==> src/rtl/arith_pkg.sv <==
// Shared arithmetic definitions: flag bit positions and the stage-1 payload of
// the pipelined subtractor.
package arith_pkg;

    localparam int FLAG_ZERO = 0;
    localparam int FLAG_NEG  = 1;
    localparam int FLAG_OVF  = 2;
    localparam int FLAGS_W   = 3;

    // Payload halves are sized for the widest supported operand (W <= 2*HALF_MAX);
    // narrower instances use only the low bits of each field.
    localparam int HALF_MAX  = 32;

    typedef struct packed {
        logic [HALF_MAX-1:0] lo;
        logic                carry;
        logic [HALF_MAX-1:0] a_hi;
        logic [HALF_MAX-1:0] nb_hi;
    } s1_payload_t;

endpackage

==> src/rtl/ks_prefix_add.sv <==
// Kogge-Stone parallel-prefix adder with carry-in and carry-out.
module ks_prefix_add #(
    parameter int N = 32
) (
    input  logic [N-1:0] x,
    input  logic [N-1:0] y,
    input  logic         cin,
    output logic [N-1:0] s,
    output logic         cout
);

    localparam int LV = $clog2(N);

    wire [N-1:0] g [0:LV];
    wire [N-1:0] p [0:LV];
    wire [N-1:0] p0;

    assign p0   = x ^ y;
    // Carry-in is folded into bit 0 so the prefix tree yields carries directly.
    assign g[0] = (x & y) | {{(N-1){1'b0}}, p0[0] & cin};
    assign p[0] = p0;

    for (genvar l = 0; l < LV; l++) begin : g_lvl
        localparam int D = 1 << l;
        for (genvar i = 0; i < N; i++) begin : g_col
            if (i >= D) begin : g_merge
                assign g[l+1][i] = g[l][i] | (p[l][i] & g[l][i-D]);
                assign p[l+1][i] = p[l][i] & p[l][i-D];
            end else begin : g_pass
                assign g[l+1][i] = g[l][i];
                assign p[l+1][i] = p[l][i];
            end
        end
    end

    assign s    = p0 ^ {g[LV][N-2:0], cin};
    assign cout = g[LV][N-1];

endmodule

==> src/rtl/sub64_pipe.sv <==
// Two-stage pipelined subtractor d = a - b - bIn with valid/ready handshaking;
// low half resolved in stage 1, upper half and flags in stage 2.
module sub64_pipe
    import arith_pkg::*;
#(
    parameter int W = 64
) (
    input  logic                clk,
    input  logic                reset,
    input  logic [W-1:0]        a,
    input  logic [W-1:0]        b,
    input  logic                bIn,
    input  logic                in_valid,
    output logic                in_ready,
    output logic [W-1:0]        d,
    output logic                bOut,
    output logic [FLAGS_W-1:0]  flags,
    output logic                out_valid,
    input  logic                out_ready
);

    localparam int HALF = W / 2;

    logic [W-1:0]         nb;
    logic [HALF-1:0]      lo_sum;
    logic                 lo_cout;
    logic [HALF-1:0]      hi_sum;
    logic                 hi_cout;
    s1_payload_t          s1_d;
    s1_payload_t          s1_q;
    logic                 s1_valid;
    logic                 s1_advance;
    logic                 in_fire;
    logic [W-1:0]         d_next;
    logic [FLAGS_W-1:0]   flags_next;
    logic                 a_msb;
    logic                 b_msb;

    assign nb = ~b;

    // Subtraction as a + ~b + ~bIn; the inverted borrow-in is the low carry-in.
    ks_prefix_add #(.N(HALF)) u_add_lo (
        .x    (a[HALF-1:0]),
        .y    (nb[HALF-1:0]),
        .cin  (~bIn),
        .s    (lo_sum),
        .cout (lo_cout)
    );

    always_comb begin
        s1_d       = '0;
        s1_d.lo    = HALF_MAX'(lo_sum);
        s1_d.carry = lo_cout;
        s1_d.a_hi  = HALF_MAX'(a[W-1:HALF]);
        s1_d.nb_hi = HALF_MAX'(nb[W-1:HALF]);
    end

    ks_prefix_add #(.N(HALF)) u_add_hi (
        .x    (s1_q.a_hi[HALF-1:0]),
        .y    (s1_q.nb_hi[HALF-1:0]),
        .cin  (s1_q.carry),
        .s    (hi_sum),
        .cout (hi_cout)
    );

    assign d_next = {hi_sum, s1_q.lo[HALF-1:0]};
    assign a_msb  = s1_q.a_hi[HALF-1];
    assign b_msb  = ~s1_q.nb_hi[HALF-1];

    always_comb begin
        flags_next            = '0;
        flags_next[FLAG_ZERO] = (d_next == '0);
        flags_next[FLAG_NEG]  = d_next[W-1];
        flags_next[FLAG_OVF]  = (a_msb != b_msb) & (d_next[W-1] != a_msb);
    end

    // The output register frees up whenever it is empty or being popped, which
    // makes in_ready combinationally dependent on out_ready.
    assign s1_advance = s1_valid & (~out_valid | out_ready);
    assign in_ready   = ~s1_valid | s1_advance;
    assign in_fire    = in_valid & in_ready;

    always_ff @(posedge clk or posedge reset) begin
        if (reset) begin
            s1_valid <= 1'b0;
        end else if (in_fire) begin
            s1_valid <= 1'b1;
        end else if (s1_advance) begin
            s1_valid <= 1'b0;
        end
    end

    always_ff @(posedge clk) begin
        if (in_fire) begin
            s1_q <= s1_d;
        end
    end

    always_ff @(posedge clk or posedge reset) begin
        if (reset) begin
            out_valid <= 1'b0;
            d         <= '0;
            bOut      <= 1'b0;
            flags     <= '0;
        end else if (s1_advance) begin
            out_valid <= 1'b1;
            d         <= d_next;
            bOut      <= ~hi_cout;
            flags     <= flags_next;
        end else if (out_ready) begin
            out_valid <= 1'b0;
        end
    end

endmodule

==> config.mk <==
export PLATFORM = sky130hd
export DESIGN_NAME = sub64_pipe
export DESIGN_NICKNAME = d
export VERILOG_FILES = /design/src/rtl/arith_pkg.sv /design/src/rtl/ks_prefix_add.sv /design/src/rtl/sub64_pipe.sv
export SDC_FILE = /design/constraint.sdc
export NUM_CORES = 1
export LEC_CHECK = 0
export ABC_CLOCK_PERIOD_IN_PS = 6600
export CAP_MARGIN = 20
export CORE_ASPECT_RATIO = 0.5
export CORE_MARGIN = 5
export CORE_UTILIZATION = 45
export DETAILED_ROUTE_END_ITERATION = 12
export GPL_ROUTABILITY_DRIVEN = 0
export GPL_TIMING_DRIVEN = 1
export PLACE_DENSITY = 0.72
export SYNTH_ARGS = -nofsm -noshare
export SYNTH_HDL_FRONTEND = slang
export SYNTH_SLANG_ARGS = --single-unit
==> constraint.sdc <==
create_clock -name clk -period 6.6 [get_ports clk]
set_clock_uncertainty 0.15 [all_clocks]
set_input_delay 1.32 -clock clk [delete_from_list [all_inputs] [get_ports clk]]
set_output_delay 1.32 -clock clk [all_outputs]
set_load 0.05 [all_outputs]
# After elaboration in Yosys (flattened, before gate mapping)
# Index checks and enable logic that the tools add are counted.
totals:
  n_memories: 0
  latch_bits: 0
  in_bits: 133
  mem_bits_ro: 0
  ramBits: 0
  reg_bits: 167
  out_inout_bits: 70
  wordCells: 751
classes:
  order_cmp: 0
  n_mul: 0
  n_reduce_logical: 3
  eq_ne: 2
  div_mod_pow: 0
  n_mux: 4
  n_shift: 0
  add_sub_neg: 0
  bitwise: 733
op_table:
  columns: ["cell", "count"]
  rows:
  - ["$and A1 B1 Y1", 459]
  - ["$or A1 B1 Y1", 260]
  - ["$xor A32 B32 Y32", 4]
  - ["$and A32 B32 Y32", 2]
  - ["$logic_not A64 Y1", 1]
  - ["$not A64 Y64", 1]
  - ["$or A32 B1 Y32", 2]
  - ["$not A1 Y1", 5]
  - ["$mux W1", 4]
  - ["$reduce_bool A2 Y1", 2]
  - ["$ne A1 B1 Y1", 2]

# Logic depth before layout (Yosys ltp)
# Gate-level depths: netlist of the first run.
logic_depth:
  ltp_word: 15
  depth_mapped: 13
  mapped_depth_nobuf: 13

# Modules after synthesis
# From an unflattened synthesis of the first run, not the netlist that was laid out.
hier_totals:
  cells_unflattened: 809
  hier_area_um2: 9371.5
by_module_without_submodules:
  columns: ["mod", "seq_area_each_um2", "cells_per_inst", "area_each_um2", "instances"]
  rows:
  - ["sub64_pipe", 4639.4, 341, 5915.7, 1]
  - ["ks_prefix_add", 0.0, 234, 1727.9, 2]

# Worst setup path after synthesis of the first run
# No wires, ideal clock.
synth_path:
  path_type: "in2reg"
  from: "in out_ready"
  to: "reg s1_q (netlist bit a_msb), enable pin"
  cell_stages: 2
  path_buffers: 0
  setup_ns: 0.466
  arrival_time_ns: 4.102
  setup_slack_ns: 1.882
  required_time_ns: 5.984
  cell_sequence: "nand3b_1 and2_1"
synth_between:
  elab_chain_len: 4
synth_rtl:
  columns: ["item", "line", "source"]
  rows:
  - ["start, declared", "sub64_pipe.sv:19", "input logic out_ready"]
  - ["$or A1 B1 Y1", "sub64_pipe.sv:79", "assign s1_advance = s1_valid & (~out_valid | out_ready);"]
  - ["$and A1 B1 Y1", "sub64_pipe.sv:79", null]
  - ["$or A1 B1 Y1", "sub64_pipe.sv:80", "assign in_ready = ~s1_valid | s1_advance;"]
  - ["$and A1 B1 Y1", "sub64_pipe.sv:81", "assign in_fire = in_valid & in_ready;"]
  - ["named net in_fire", "sub64_pipe.sv:33", "logic in_fire;"]
  - ["end signal, assigned", "sub64_pipe.sv:95", "s1_q <= s1_d;"]
  - ["end, declared", "sub64_pipe.sv:30", "s1_payload_t s1_q;"]
# The timed path passes the listed nets, and every way through them passes these cells.
# A chain may end at the register's enable or synchronous reset.

# Worst setup path in the final report of the first run
layout_path:
  from: "in a[0]"
  to: "reg s1_q (netlist bit d_next[29]), data pin"
layout_between:
  elab_chain_len: 10
  word_cells_on_any_way: 11
  classes_between: "bitwise (11)"
layout_rtl:
  columns: ["item", "line", "source"]
  rows:
  - ["start, declared", "sub64_pipe.sv:10", "input logic [W-1:0] a,"]
  - ["$xor A32 B32 Y32", "ks_prefix_add.sv:18", "assign p0 = x ^ y;"]
  - ["$and A1 B1 Y1", "ks_prefix_add.sv:20", "assign g[0] = (x & y) | {{(N-1){1'b0}}, p0[0] & cin};"]
  - ["$or A32 B1 Y32 (*)", "ks_prefix_add.sv:20", null]
  - ["$and A1 B1 Y1 (*)", "ks_prefix_add.sv:27", "assign g[l+1][i] = g[l][i] | (p[l][i] & g[l][i-D]);"]
  - ["$or A1 B1 Y1 (*)", "ks_prefix_add.sv:27", null]
  - ["$and A1 B1 Y1 (*)", "ks_prefix_add.sv:27", null]
  - ["$or A1 B1 Y1 (*)", "ks_prefix_add.sv:27", null]
  - ["$and A1 B1 Y1 (*)", "ks_prefix_add.sv:27", null]
  - ["$or A1 B1 Y1 (*)", "ks_prefix_add.sv:27", null]
  - ["$xor A32 B32 Y32 (*)", "ks_prefix_add.sv:36", "assign s = p0 ^ {g[LV][N-2:0], cin};"]
  - ["named net lo_sum[29]", "sub64_pipe.sv:25", "logic [HALF-1:0] lo_sum;"]
# The timed path passes the listed nets; every way through them passes the cells marked *.

==> results of run 1 <==
==> metal layers <==
layer,part of all wire,wire (um),up-vias,GRT usage
met2,0.50,11500,179,0.335
li1,-,-,3487,-
met5,0,0,-,0
met4,0.011,265,0,0.0430
met3,0.042,974,25,0.0383
met1,0.45,10300,3411,0.258
==> layout make-up <==
class,count,area (um2),area share
timing repair buffer,204,2040,0.167
sequential,166,4640,0.381
clock inverter,15,161,0.0133
clock buffer,17,425,0.0350
tap,273,342,0.0281
inverter,87,327,0.0268
multi-input combinational,571,4240,0.348
==> metrics by stage <==
stage | instance area [um2] | hold slack (ns) | utilization | total power (uW)
after floorplan | 9280 | 0.333 | - | 2230
after global placement | 11600 | 0.321 | 0.567 | 2680
after detailed placement | 11600 | 0.323 | 0.567 | 2700
after CTS | 12200 | 0.338 | 0.596 | 3700
after global routing | 12200 | 0.366 | 0.596 | 3840
final | 12200 | 0.331 | 0.596 | 3660
==> cells in the mapped netlist, drive strengths merged, types with 14 or more instances <==
cell type and instances:
o21ai 54, a21o 18, xnor2 33, ha 62
nor3 16, a21oi 56, nand2 53, clkbuf 14
nor2 35, xor2 17, nand3 19, nand2b 15
dfrtp 69, inv 87, mux2 43, edfxtp 97
==> worst max-delay path, cell delays in order <==
cell	delay (ns)
clkdlybuf4s50_1	0.45
inv_1	0.05
fa_1	0.52
nor2b_1	0.13
o21ai_0	0.09
o21ai_0	0.38
a21oi_1	0.21
o21ai_0	0.36
o41ai_1	0.15
o211a_1	0.26
a311oi_1	0.46
nand4_1	0.15
o311ai_1	0.10
==> report_power, final <==
part,internal [uW],switching (uW)
Sequential,1280,93.1
Clock,537,448
Combinational,500,803
==> cells by family (layout without fill, tap and decap cells) <==
group / after synthesis / after routing / share of synthesized area
AO/OA/AOI/OAI: 207 / 207 / 0.150
AND/OR/NAND/NOR: 203 / 203 / 0.112
flip-flops: 166 / 166 / 0.500
buffers and inverters: 106 / 323 / 0.0441
adder cells (fa/ha/maj): 66 / 66 / 0.0922
XOR/XNOR: 50 / 50 / 0.0472
multiplexers: 45 / 45 / 0.0543
==> flip-flops by register name (all words and copies together), names as in the netlist <==
| signal | cells |
|---|---|
| flags | 3 |
| s1_valid | 1 |
| d | 63 |
| a_msb | 1 |
| d_next | 32 |
| out_valid | 1 |
| bOut | 1 |
| s1_q | 64 |
==> path summary, 6_finish.rpt <==
path                              end  slack, ns  startpoint  cells past startpoint
max                        d_next[29]       2.06        a[0]                     13
min                             d[53]       0.33       d[53]                      2
max reg2reg                  flags[0]       2.45     s1_q[0]                     12
min reg2reg                     d[53]       0.33       d[53]                      2
max in group asynchronous       d[47]       4.16       reset                      3
min in group asynchronous        d[2]       1.09       reset                      2
==> results.cfg, run 1 <==
[status]
outcome = finished clean

[yosys]
ys_seq_elements = 166
synthArstFlopShare = 0.416
synth-edff-count = 97
syn_nets = 1042
yosys.area.top_type = edfxtp_1
syn-instance-count = 843
synthTopCellsByArea = edfxtp_1 (31%), dfrtp_1 (19%), ha_1 (8.4%)
syn_area_per_cell_um2 = 11.0
synth_area_um2 = 9280
synthDistinctLibCells = 72
yosysWarnings = 0
synth_seq_area_share = 0.500
synth.top_cell.area_share = 0.314
yosys_most_used_dff = edfxtp_1

[grt]
antenna_found_initial = 0
grt_max_degree = 89
grt_overflow = 0
grt.total_usage = 0.195
grt_pass1_wl_mm = 37.1
grt_pass1_vias = 7109

[clock_network]
holdBufCountCts = 0
cts_tree = built
numCtsBuffers = 17
clockRootBuffer = clkbuf_16
clock_latency_ns = 0.43
cts_sinks = 166
cts.repair.resized = 0
clkSlewWorstSetupHoldPaths_ns = 0.07
cts_setup_buffers = 0
htree_num_levels = 4
clockBufferDepth = 2

[setup_path]
cp_data_required_time_ns = 6.69
worstSetupPathType = in -> reg
worstSetupEndpointType = flip-flop
worstPathMaxFanout = 3
cp.arrival_ns = 4.63
cp-start-kind = input pin

[power_and_ir_drop]
peakVddDrop_uv = 163
powerDensity_nw_per_um2 = 301
p_leak_uw = 0.00500

[floorplanning]
die_w_um = 213
dieArea_um2 = 23800
io_pins = 203
start_util = 0.454
coreArea_um2 = 20400
rows = 37
die_h_um = 112

[flow_run]
cap_violations = 0

[sta]
setup_viol_count_final = 0
setup_ws_ns = 2.06
final_hold_viol_count = 0
drv_slew = 0
fin_tns_setup_ns = 0
period_share = 0.688
fmax_mhz = 220
rsz0062_at_grt = false
worst_slew_pin_slew_ns = 1.03
relSlewSlack = 0.313
fin_crit_ns = 4.54

[placement]
port_buffers = 202
dpl.cell_count = 1301
place_ws_ns = 1.62
dp_hpwl_mm = 17.8

[layout]
layout_commonest_cell = clkdlybuf4s50_1
nFillCells = 1691
diodes = 0
drive_gt1_frac = 0.0887
layout_common_cells = clkdlybuf4s50_1 (202), edfxtp_1 (97), inv_1 (86)
fin_nets = 1246
fin_cells = 1333
area_growth_pct = 31.2

[hold_path]
hold_path_class = reg -> reg

[detailed_routing]
totalWireLength_mm = 23.1
route.detailed.drc = 0
first_iter_violations = 433
vias_per_cell = 5.33
dr_total_vias = 7102
ant_nets = 0
wl_per_cell_um = 17.3
dr.pass1.iters = 5
(Power assumes the default switching activity.)
==> run 2: changes to the inputs <==
--- a/config.mk
+++ b/config.mk
@@ -5,7 +5,7 @@
 export SDC_FILE = /design/constraint.sdc
 export NUM_CORES = 1
 export LEC_CHECK = 0
-export ABC_CLOCK_PERIOD_IN_PS = 6600
+export ABC_CLOCK_PERIOD_IN_PS = 4600
 export CAP_MARGIN = 20
 export CORE_ASPECT_RATIO = 0.5
 export CORE_MARGIN = 5
==> constraint.sdc (replaced) <==
create_clock -name clk -period 4.6 [get_ports clk]
set_clock_uncertainty 0.15 [all_clocks]
set_input_delay 0.92 -clock clk [delete_from_list [all_inputs] [get_ports clk]]
set_output_delay 0.92 -clock clk [all_outputs]
set_load 0.05 [all_outputs]
==> run 2 against run 1 <==
Against the previous run: critical path depth is 1 lower; sequential power increased by 43%; sequential share of layout area up 0.059 points; combinational power grew 45%; critical path type is now reg -> reg.
==> results.cfg, run 2 (synthesis results as in run 1) <==
[floorplanning]
coreArea_um2 = 20400
io_pins = 203
rows = 37
die_w_um = 213
start_util = 0.454
dieArea_um2 = 23800
die_h_um = 112

[setup_path]
worstPathCellList = fa_1, fa_1, a21oi_1, o21a_1, nor2_1, o311ai_0, a21boi_0, o2111ai_1, a2111oi_4, nand4_1, nor4_2, a32o_2
worstPathMaxFanout = 5
worstSetupEndpointType = flip-flop
r2r_start = s1_q[0]
reg2regPathDepth = 12
cp-startpoint = s1_q[0]
critical_path.endpoint = flags[0]
path_buf_inv = 0
reg2reg_to = flags[0]
worstSetupPathType = reg -> reg
cp.arrival_ns = 4.35
cp_data_required_time_ns = 4.82
crit_family = compound AO/OA/AOI/OAI gates
crit_top_cell = fa_1
cp.depth = 12
cp-start-kind = flip-flop
critPathMaxStageDelay_ns = 0.65
slowest_stage = o311ai_0
ff2ff_setup_slack_ns = 0.47

[sta]
fin_tns_setup_ns = 0
period_share = 0.897
worst_slew_pin_slew_ns = 1.01
fmax_mhz = 242
rsz0062_at_grt = false
relSlewSlack = 0.324
final_hold_viol_count = 0
fin_crit_ns = 4.13
setup_ws_ns = 0.472
setup_viol_count_final = 0
drv_slew = 0

[detailed_routing]
dr_total_vias = 7140
vias_per_cell = 5.34
totalWireLength_mm = 23.4
first_iter_violations = 368
wl_per_cell_um = 17.5
route.detailed.drc = 0
ant_nets = 0
dr.pass1.iters = 5

[layout]
layout_common_cells = clkdlybuf4s50_1 (202), edfxtp_1 (97), inv_1 (86)
final_core_util = 0.595
fin_nets = 1249
layout_commonest_cell = clkdlybuf4s50_1
fin_cells = 1336
diodes = 0
drive_gt1_frac = 0.0894
largest_reg_flops = 64
top_register = s1_q
area_growth_pct = 31.0

[flow_run]
cap_violations = 0

[grt]
grt_pass1_wl_mm = 38.0
antenna_found_initial = 0
grt_use_met3 = 0.0389
use_met2 = 0.330
met1_usage = 0.271
grt.total_usage = 0.199
grt_pass1_vias = 7309
grt_overflow = 0
grt_max_degree = 89
grt.busiest_layer = met2

[placement]
place_ws_ns = 0.110
dpl.cell_count = 1304
dp_hpwl_mm = 17.9
port_buffers = 202

[power_and_ir_drop]
p_leak_uw = 0.00499
powerDensity_nw_per_um2 = 428
peakVddDrop_uv = 301

[hold_path]
hold_path_class = reg -> reg
whs_path_depth = 2

[clock_network]
cts_sinks = 166
clock_latency_ns = 0.44
cts_setup_buffers = 0
clockBufferDepth = 2
htree_num_levels = 4
clockRootBuffer = clkbuf_16
holdBufCountCts = 0
numCtsBuffers = 17
cts.repair.resized = 0
cts_tree = built
clkSlewWorstSetupHoldPaths_ns = 0.07

[status]
outcome = finished clean
[run 2: cell types whose count changed in the layout (fill, tap and decap cells not counted), moves of 2 or more]
cell,delta
inv_6,+2
inv_8,-5
buf_4,+3
clkinvlp_4,-2
clkinv_4,+4
[run 2: how the worst min path moves through the flow]
| stage | start | to | slack [ns] |
|---|---|---|---|
| finish | d[53] | d[53] | 0.34 |
| detailed placement | d[50] | d[50] | 0.33 |
| global route | d[53] | d[53] | 0.37 |
| floorplan | d_next[28] | d[28] | 0.33 |
| CTS | d[50] | d[50] | 0.35 |
| global placement | d[48] | d[48] | 0.32 |
[run 2: worst min-delay path, stage by stage (launching register included)]
cell and delay [ns]:
dfrtp_1 0.35, nand2_1 0.05, o21ai_0 0.06
[run 2: area by class of cell]
| class | count | area (um2) |
|---|---|---|
| fill | 1683 | 8260 |
| timing repair buffer | 207 | 2060 |
| clock buffer | 18 | 429 |
| multi-input combinational | 571 | 4240 |
| tap | 273 | 342 |
| sequential | 166 | 4640 |
| inverter | 87 | 327 |
| clock inverter | 14 | 116 |
[run 2: metrics by stage]
step | cell area [um2] | power [uW] | hold slack [ns]
finish | 12200 | 5200 | 0.339
global route | 12200 | 5430 | 0.369
CTS | 12200 | 5230 | 0.345
detailed placement | 11600 | 3890 | 0.331
global placement | 11600 | 3850 | 0.320
floorplan | 9280 | 3200 | 0.333
[run 2: per-layer routing]
metal / wire [um] / vias to the layer above / part of all wire
met5: 0 / - / 0
met4: 333 / 0 / 0.014
met3: 1060 / 25 / 0.045
met2: 11700 / 179 / 0.50
met1: 10400 / 3444 / 0.44
li1: - / 3492 / -
[run 2: report_power, final]
part | internal (uW) | switching, uW | leakage (uW) | total (uW)
clock | 704 | 634 | 0.000264 | 1340
combinational | 721 | 1160 | 0.00298 | 1880
sequential | 1840 | 136 | 0.00175 | 1980
total | 3270 | 1930 | 0.00499 | 5200
==> run 3: changes to the inputs <==
--- a/config.mk
+++ b/config.mk
@@ -14,6 +14,8 @@
 export GPL_ROUTABILITY_DRIVEN = 0
 export GPL_TIMING_DRIVEN = 1
 export PLACE_DENSITY = 0.72
+export REMOVE_ABC_BUFFERS = 1
+export SLEW_MARGIN = 20
 export SYNTH_ARGS = -nofsm -noshare
 export SYNTH_HDL_FRONTEND = slang
 export SYNTH_SLANG_ARGS = --single-unit
==> run 3 against run 2 <==
Against the previous run: die area unchanged; global-route usage decreased by 0.67 points; worst hold slack got worse by 0.0066 ns; sequential share of layout area decreased by 0.22 points; sequential power about the same; combinational power about the same; critical path type unchanged; critical endpoint unchanged; largest cell class unchanged; largest power group unchanged; highest routed layer unchanged.
==> results.cfg, run 3 (synthesis results as in run 1) <==
[grt]
antenna_found_initial = 0
grt.total_usage = 0.192
grt_pass1_wl_mm = 37.2
grt_pass1_vias = 7176
grt_max_degree = 89
grt_overflow = 0

[floorplanning]
coreArea_um2 = 20400
start_util = 0.454
die_w_um = 213
dieArea_um2 = 23800
rows = 37
die_h_um = 112
io_pins = 203

[setup_path]
cp_data_required_time_ns = 4.74
worstSetupEndpointType = flip-flop
cp.arrival_ns = 4.15
worstSetupPathType = reg -> reg
worstPathMaxFanout = 5
cp-start-kind = flip-flop

[clock_network]
clockBufferDepth = 2
holdBufCountCts = 0
cts_tree = built
clkSlewWorstSetupHoldPaths_ns = 0.08
cts_sinks = 166
numCtsBuffers = 17
htree_num_levels = 4
clock_latency_ns = 0.42
cts_setup_buffers = 0
clockRootBuffer = clkbuf_16
cts.repair.resized = 0

[detailed_routing]
totalWireLength_mm = 22.8
vias_per_cell = 5.26
dr.pass1.iters = 5
route.detailed.drc = 0
wl_per_cell_um = 17.1
first_iter_violations = 387
dr_total_vias = 7022
ant_nets = 0

[sta]
rsz0062_at_grt = false
fmax_mhz = 250
period_share = 0.871
fin_crit_ns = 4.01
drv_slew = 0
worst_slew_pin_slew_ns = 0.984
relSlewSlack = 0.344
final_hold_viol_count = 0
setup_viol_count_final = 0
fin_tns_setup_ns = 0

[layout]
drive_gt1_frac = 0.0913
final_core_util = 0.599
diodes = 0
area_growth_pct = 31.7
layout_commonest_cell = clkdlybuf4s50_1
ff_latch_area_um2 = 4640
multiInputGateArea_um2 = 4240
fin_nets = 1249
top_register = s1_q
nFillCells = 1726
largest_reg_flops = 64
post-route-cell-area_um2 = 12200
layout_common_cells = clkdlybuf4s50_1 (202), edfxtp_1 (97), inv_1 (86)

[flow_run]
cap_violations = 0

[power_and_ir_drop]
p_leak_uw = 0.00503
powerDensity_nw_per_um2 = 430
peakVddDrop_uv = 292
totalPowerFinal_uw = 5260

[placement]
dpl_cell_area_um2 = 11600
dp_hpwl_mm = 17.7
port_buffers = 202

[status]
outcome = finished clean

[hold_path]
hold_path_class = reg -> reg
## run 3: cell types whose count changed in the layout (fill, tap and decap cells not counted), moves of 3 or more
| cell | before | now |
|---|---|---|
| clkinv_4 | 6 | 3 |
| clkinv_8 | 0 | 5 |
| inv_6 | 6 | 1 |
| inv_8 | 0 | 5 |
## run 3: worst max-delay path, stage by stage (launching register included)
cell	delay, ns
edfxtp_1	0.41
fa_1	0.50
a211oi_1	0.41
o21ai_1	0.25
a22o_1	0.33
a211oi_1	0.34
o31ai_1	0.16
and3_1	0.28
a311o_1	0.39
xor2_1	0.29
nor2_1	0.09
a32o_2	0.27
## run 3: report_power, final
part           leakage, uW  internal (uW)  switching [uW]
clock network     0.000295            735             677
registers          0.00175           1840             130
logic              0.00298            722            1150
## run 3: final cells by class
cell class | count | share of cell area
clock buffers | 17 | 0.0348
multi-input cells | 571 | 0.347
repair buffers | 207 | 0.170
clock inverters | 15 | 0.0145
flip-flops and latches | 166 | 0.380
inverters | 87 | 0.0267
well taps | 273 | 0.0279
## run 3: path summary, 6_finish.rpt
path	start	slack, ns	endpoint	depth (start not counted)
setup / recovery	s1_q[0]	0.59	flags[0]	11
hold / removal	d[53]	0.33	d[53]	2
setup reg to reg	s1_q[0]	0.59	flags[0]	11
hold reg to reg	d[53]	0.33	d[53]	2
max in group asynchronous	reset	3.11	flags[0]	3
min in group asynchronous	reset	0.51	flags[1]	2
## run 3: layer usage
metal / GRT usage / wire (um) / vias to the layer above
met5: 0 / 0 / -
met4: 0.0401 / 225 / 0
met3: 0.0287 / 820 / 18
met2: 0.328 / 11300 / 142
met1: 0.262 / 10400 / 3363
li1: - / - / 3499
## run 3: metrics by stage
step           cells  setup WS (ns)  hold WS (ns)
2_1_floorplan    824          0.282         0.333
3_5_place_dp    1304          0.260         0.319
3_3_place_gp    1304          0.359         0.319
6_report        1336          0.595         0.332
5_1_grt         1336          0.309         0.369
4_1_cts         1336          0.599         0.344
